## src/rtl/fetch_stage.sv

```systemverilog
// Instruction-fetch stage: owns the PC, addresses instruction memory, captures IF/ID.
// Latency: address presented in cycle N, instruction visible on instr in cycle N+1.
// Backpressure: stall holds PC and IF/ID; redirect overrides stall/flush; HALT ignores both.
module fetch_stage #(
   parameter int          PC_W     = 6,
   parameter int          INSTR_W  = 16,
   parameter int          PROG_LEN = 18,
   parameter int          RESET_PC = 0,
   parameter logic [3:0]  HALT_OP  = 4'hF
) (
   input  logic               clk,
   input  logic               reset,
   input  logic               stall,
   input  logic               flush,
   input  logic               redirect,
   input  logic [PC_W-1:0]    redirect_pc,
   output logic [PC_W-1:0]    imem_addr,
   input  logic [INSTR_W-1:0] imem_rd,
   output logic [INSTR_W-1:0] instr,
   output logic [PC_W-1:0]    instr_pc,
   output logic               instr_valid,
   output logic [PC_W-1:0]    pc_plus1,
   output logic               halted
);

   // One extra bit so PROG_LEN == 2^PC_W is representable in the bound check.
   localparam logic [PC_W:0]   LP_LEN   = (PC_W+1)'(PROG_LEN);
   localparam logic [PC_W-1:0] LP_LAST  = PC_W'(PROG_LEN - 1);
   localparam logic [PC_W-1:0] LP_RESET = PC_W'(RESET_PC);

   typedef enum logic {S_RUN, S_HALT} state_t;

   state_t               r_state;
   logic [PC_W-1:0]      r_pc;
   logic [INSTR_W-1:0]   r_instr;
   logic [PC_W-1:0]      r_instr_pc;
   logic [PC_W-1:0]      r_pc_plus1;
   logic                 r_valid;
   logic                 r_halted;

   logic [PC_W-1:0]      w_pc_inc;
   logic                 w_redir_ok;
   logic                 w_is_halt_op;
   logic                 w_at_last;

   // Next-PC arithmetic wraps modulo 2^PC_W; redirect targets outside the program halt fetch.
   assign w_pc_inc     = r_pc + PC_W'(1);
   assign w_redir_ok   = ({1'b0, redirect_pc} < LP_LEN);
   assign w_is_halt_op = (imem_rd[INSTR_W-1 -: 4] == HALT_OP);
   assign w_at_last    = (r_pc == LP_LAST);

   // PC sequencing, IF/ID capture and RUN/HALT control in one registered FSM.
   always_ff @(posedge clk) begin
      if (reset) begin
         r_state    <= S_RUN;
         r_pc       <= LP_RESET;
         r_instr    <= '0;
         r_instr_pc <= '0;
         r_pc_plus1 <= '0;
         r_valid    <= 1'b0;
         r_halted   <= 1'b0;
      end else begin
         case (r_state)
            S_RUN: begin
               if (redirect) begin
                  // Wrong-path slot is squashed; out-of-program targets enter HALT.
                  r_pc    <= redirect_pc;
                  r_valid <= 1'b0;
                  r_state <= w_redir_ok ? S_RUN : S_HALT;
               end else if (flush) begin
                  // PC holds so the squashed instruction is refetched next time.
                  r_valid <= 1'b0;
               end else if (!stall) begin
                  r_instr    <= imem_rd;
                  r_instr_pc <= r_pc;
                  r_pc_plus1 <= w_pc_inc;
                  r_valid    <= 1'b1;
                  if (w_is_halt_op || w_at_last) begin
                     // The halting / final instruction itself is still delivered.
                     r_state <= S_HALT;
                  end else begin
                     r_pc <= w_pc_inc;
                  end
               end
            end
            S_HALT: begin
               r_valid <= 1'b0;
               if (redirect && w_redir_ok) begin
                  r_pc     <= redirect_pc;
                  r_state  <= S_RUN;
                  r_halted <= 1'b0;
               end else begin
                  // halted trails state entry by one cycle.
                  r_halted <= 1'b1;
               end
            end
            default: begin
               r_state <= S_RUN;
            end
         endcase
      end
   end

   assign imem_addr   = r_pc;
   assign instr       = r_instr;
   assign instr_pc    = r_instr_pc;
   assign instr_valid = r_valid;
   assign pc_plus1    = r_pc_plus1;
   assign halted      = r_halted;

endmodule

```

## config.mk

```make
export PLATFORM = sky130hd
export DESIGN_NAME = fetch_stage
export DESIGN_NICKNAME = d
export VERILOG_FILES = /design/src/rtl/fetch_stage.sv
export SDC_FILE = /design/constraint.sdc
export NUM_CORES = 1
export LEC_CHECK = 0
export ABC_AREA = 0
export CAP_MARGIN = 0
export CORE_MARGIN = 3
export CORE_UTILIZATION = 25
export DETAILED_ROUTE_END_ITERATION = 10
export PLACE_DENSITY = 0.62
export SYNTH_ARGS = -nofsm -noshare
export SYNTH_HDL_FRONTEND = slang
export SYNTH_SLANG_ARGS = --single-unit
```

## constraint.sdc

```tcl
create_clock -name clk -period 2.3 [get_ports clk]
set_clock_uncertainty 0.1 [all_clocks]
set_input_delay 0.46 -clock clk [delete_from_list [all_inputs] [get_ports clk]]
set_output_delay 0.46 -clock clk [all_outputs]
set_load 0.01 [all_outputs]
```

# After elaboration in Yosys (flattened, before gate mapping)
# Index checks and enable logic that the tools add are counted.
# word_totals
input_bits	27
ff_bits	37
elab_cells	41
# op_classes
n_eq_ne	7
bitwise_logic	4
magnitude_cmp	1
n_reduce_logical	4
n_mux	17
add_sub_neg	1
# op_table
op	count
2-to-1 mux 6 bit	5
case mux 6 bit (2 select lines)	1
2-to-1 mux 1 bit	9
inequality test 3 bit (second input constant)	3
AND reduction 4 bit	2
adder 6 x 1 -> 6 bit (second input constant)	1
equality test 6 x 5 -> 1 bit (second input constant)	1
less-than comparator 6 x 5 -> 1 bit (second input constant)	1
equality test 4 bit (second input constant)	1
inequality test 4 bit (second input constant)	1
inverter 1 bit	4
case mux 1 bit (2 select lines)	2
inequality test 2 x 1 -> 1 bit (second input constant)	1
logical AND 1 bit	1
logical OR 1 bit	1

# Depth between registers and ports, before layout
# depth
word_depth	7
ltp_mapped	8

# Worst setup path before layout
# No wires, ideal clock.
# synth_timing
path_kind	reg2reg
from	register r_pc[0], in the netlist imem_addr[0]
to	register r_pc[0], in the netlist imem_addr[0]
path_stages_with_launch	8
required_time_ns	2.083
setup_slack_ns	0.290
arrival_time_ns	1.793
synth_period_minus_slack_ns	2.010
n_path_buf	1
cell_sequence	dfxtp_1 ha_1 or4b_1 o21ai_2 o31ai_2 and2_4 buf_6 a32o_1
# synth_via
elab_chain_len	6
word_cells_on_any_way	10
cone_classes	add/sub: 1; eq/ne: 2; mux: 5; reduce/logical: 2
# synth_rtl
item	line_no	source
from (decl)	34	logic [PC_W-1:0] r_pc;
from (signal assigned)	67	r_pc <= redirect_pc;
from (signal assigned)	82	r_pc <= w_pc_inc;
from (signal assigned)	89	r_pc <= redirect_pc;
adder 6 x 1 -> 6 bit	47	assign w_pc_inc = r_pc + PC_W'(1);
2-to-1 mux 6 bit	78	if (w_is_halt_op || w_at_last) begin
2-to-1 mux 6 bit	73	end else if (!stall) begin
2-to-1 mux 6 bit	70	end else if (flush) begin
2-to-1 mux 6 bit	65	if (redirect) begin
case mux 6 bit (2 select lines)	63	case (r_state)
# Several ways; a longest one is shown, not always the timed one. The select of a mux whose other input is x is not followed.
# A chain may end at the register's enable or synchronous reset.

# Worst setup path in the final report
# layout_timing
from	register r_pc[1], in the netlist imem_addr[1]
to	register r_pc[0], in the netlist imem_addr[0]
# layout_via
elab_chain_len	4
# layout_rtl
item	line_no	source
equality test 6 x 5 -> 1 bit	50	assign w_at_last = (r_pc == LP_LAST);
logical OR 1 bit	78	
inequality test 3 bit (no source line)	-	
AND reduction 4 bit (no source line)	-	
# Every way passes these cells.

==> impl_metrics.tcl <==
set metrics [dict create \
    outcome "finished clean" \
    core-area_um2 5991 \
    yosys.cell_types.count 31 \
    dp_slack_ns 0.09627 \
    ctsHoldBuffers 0 \
    synth_top_area_cell "dfxtp_1" \
    grt_first_pass_wirelength_mm 6.810 \
    hold_path_class "flip-flop to flip-flop" \
    tightest_slew_ns 0.4239 \
    grt_pass1_vias 1440 \
    cts_made_buffers 5 \
    worstSkewPairLatency_ns 0.28 \
    cts_tree "yes" \
    criticalPathCategory "flip-flop to flip-flop" \
    grt_antenna_before_repair 0 \
    die_w_um 85.25 \
    pwr_density_cell_nw_per_um2 592.5 \
    post-route-period-util 0.8835 \
    cp_max_fo 6 \
    ys_warn_count 0 \
    grt_max_degree 33 \
    diodes 0 \
    path_cells "inv_1 > ha_1 > or4b_1 > o21ai_2 > o31ai_2 > and2_4 > a32o_1" \
    gp_congestion 0.8002 \
    arrival_ns 2.11 \
    critPathSlowestCell "or4b_1" \
    slew_violations 0 \
    cts_setup_buffers 0 \
    fin_crit_ns 2.032 \
    track_usage 0.1184 \
    ir_worst_vdd_mv 0.2227 \
    syn-instance-count 195 \
    io_buffers 62 \
    drt_iter0_drc 82 \
    switchingPower_uw 378.0 \
    tns_ns 0 \
    combPwrFrac 0.187 \
    finalHoldViolations 0 \
    firstDrtPassIters 4 \
    chipHeight_um 85.25 \
    drive_gt1_frac 0.1065 \
    worst_slack_ns 0.2680 \
    clockBufferDepth 2 \
    htreeDepth 2 \
    synth_nets 224 \
    dieArea_um2 7268 \
    syn_area_um2 1570 \
    syn_area_per_cell_um2 8.053 \
    power.leakage_uw 0.0008312 \
    crit_path_start_kind "flip-flop" \
    clk_pin_slew_ns 0.08 \
    route.detailed.drc 0 \
    gr-total-overflow 0 \
    fin_nets 291 \
    fmax_mhz 492.1 \
    end_kind "flip-flop" \
    relSlewSlack 0.7165 \
    rows 28 \
    synth_top_area_share 0.4717 \
    area_delta_synth_final_pct 54.02 \
    vias 1522 \
    finalSetupViolCount 0 \
    seq_area_frac_synth 0.4717 \
    clkSinkCount 37 \
    initial_core_util 0.2621 \
    worst_hold_slack_ns 0.3536 \
    antenna_left 0 \
    hpwlAfterDp_mm 3.192 \
    wl_per_cell_um 12.68 \
    max_stage_delay_ns 0.46 \
    routed_wl_mm 4.286 \
    p_seq_frac 0.481 \
    cp.required_ns 2.38 \
    rsz0062_at_grt "false" \
    io_pins 63 \
    maxCapViolCount 0 \
    ys_seq_elements 37 \
    cts-resized-gates 0 \
    cts-root-buf "clkbuf_8" \
    synth_area_leaders "dfxtp_1 (47%), nand2_1 (12%), a21oi_1 (9.2%), nor2_1 (3.3%), a211oi_1 (2.9%)" \
    pwr-share-clk 0.332 \
    viasPerCell 4.503 \
    p_int_uw 1055 \
    netSwitchingFraction 0.2638 \
    fillCellCount 610 \
]
kinds of logic (layout without fill, tap and decap cells):
logic type | count (synthesis) | count (layout) | synth area share
and+or+nand+nor | 87 | 87 | 0.2430
AOI/OAI and AO/OA | 47 | 47 | 0.1928
DFF | 37 | 37 | 0.4717
buffers and inverters | 18 | 86 | 0.05418
xor gates and xnor gates | 4 | 4 | 0.02231
adders and majority gates | 2 | 2 | 0.01593
stage by stage:
stage	total power [µW]	util	std cells	area, µm²
2_1_floorplan	827.7	-	195	1570
6_report	1433	0.4037	338	2419
3_3_place_gp	973.8	0.3876	330	2322
5_1_grt	1533	0.4037	338	2419
4_1_cts	1461	0.4037	338	2419
3_5_place_dp	973.9	0.3876	330	2322
path summary, 6_finish.rpt:
check	startpoint	end	slack, ns	cells past startpoint
worst max register to register	imem_addr[1]	imem_addr[0]	0.27	7
worst max-delay path	imem_addr[1]	imem_addr[0]	0.27	7
worst min register to register	instr[6]	instr[6]	0.35	2
worst min-delay path	instr[6]	instr[6]	0.35	2
Yosys cell counts:
library cell / number
nor4_1: 2
a21oi_1: 29
a32o_1: 4
nand4_1: 2
buf_2: 2
clkbuf_1: 10
and2_4: 1
o21ai_0: 2
inv_2: 1
a22oi_1: 1
buf_6: 2
inv_1: 3
nor2_1: 14
o31ai_2: 3
a211oi_1: 6
or3_1: 1
o21ai_2: 1
nor2_2: 1
xor2_1: 1
dfxtp_1: 37
nor2b_1: 1
xnor2_1: 3
a2111oi_0: 1
nand2_1: 49
nand3_1: 5
nand2b_1: 3
or2_1: 1
or4b_1: 1
nor3b_1: 1
nor3_1: 5
ha_1: 2
critical path, delay by kind of cell (launching register included):
kind / cells / cell delay (ns)
DFF: 1 / 0.38
AOI/OAI and AO/OA: 3 / 0.53
buffers and inverters: 1 / 0.11
adders and majority gates: 1 / 0.15
and+or+nand+nor: 2 / 0.65
cells in the final DEF (no fill, tap or decap), types with 2 or more instances in the layout:
master,netlist,final
clkdlybuf4s50_1,0,62
nand2_1,49,49
dfxtp_1,37,37
a21oi_1,29,29
nor2_1,14,14
buf_4,0,11
a211oi_1,6,6
clkbuf_8,0,6
nand3_1,5,5
nor3_1,5,4
a32o_1,4,4
inv_1,3,3
nand2b_1,3,3
o31ai_2,3,3
xnor2_1,3,3
nand4_1,2,2
nor4_1,2,2
o21ai_0,2,2
ha_1,2,2
final cells by class:
class	count	area, µm²	share of cell area
Timing Repair Buffer	74	723.2	0.2990
Tap cell	75	93.84	0.03880
Clock buffer	6	82.58	0.03414
Inverter	4	15.01	0.006208
Clock inverter	2	13.76	0.005691
Sequential cell	37	740.7	0.3063
Multi-Input combinational cell	140	749.5	0.3099
metal layers:
| layer | up-vias | part of all wire | wire length [µm] | global-route usage |
|---|---|---|---|---|
| met5 | - | 0 | 0 | 0 |
| met1 | 680 | 0.45 | 1932 | 0.1473 |
| met2 | 38 | 0.48 | 2076 | 0.1942 |
| met3 | 4 | 0.056 | 238 | 0.04563 |
| met4 | 0 | 0.0089 | 38 | 0.02590 |
| li1 | 800 | - | - | - |
power groups by stage:
| stage | logic (µW) | registers [µW] | clock network [µW] |
|---|---|---|---|
| 2_1_floorplan | 112 | 716 | 0 |
| 3_3_place_gp | 270 | 704 | 0 |
| 3_5_place_dp | 270 | 704 | 0 |
| 4_1_cts | 270 | 689 | 501 |
| 5_1_grt | 292 | 694 | 546 |
| 6_report | 268 | 689 | 476 |
registers in the layout, summed over array words and instances (netlist names):
register / cells
instr_pc: 6
imem_addr: 6
instr_valid: 1
instr: 16
r_state: 1
pc_plus1: 6
halted: 1
Power figures use the tool's default switching activity.
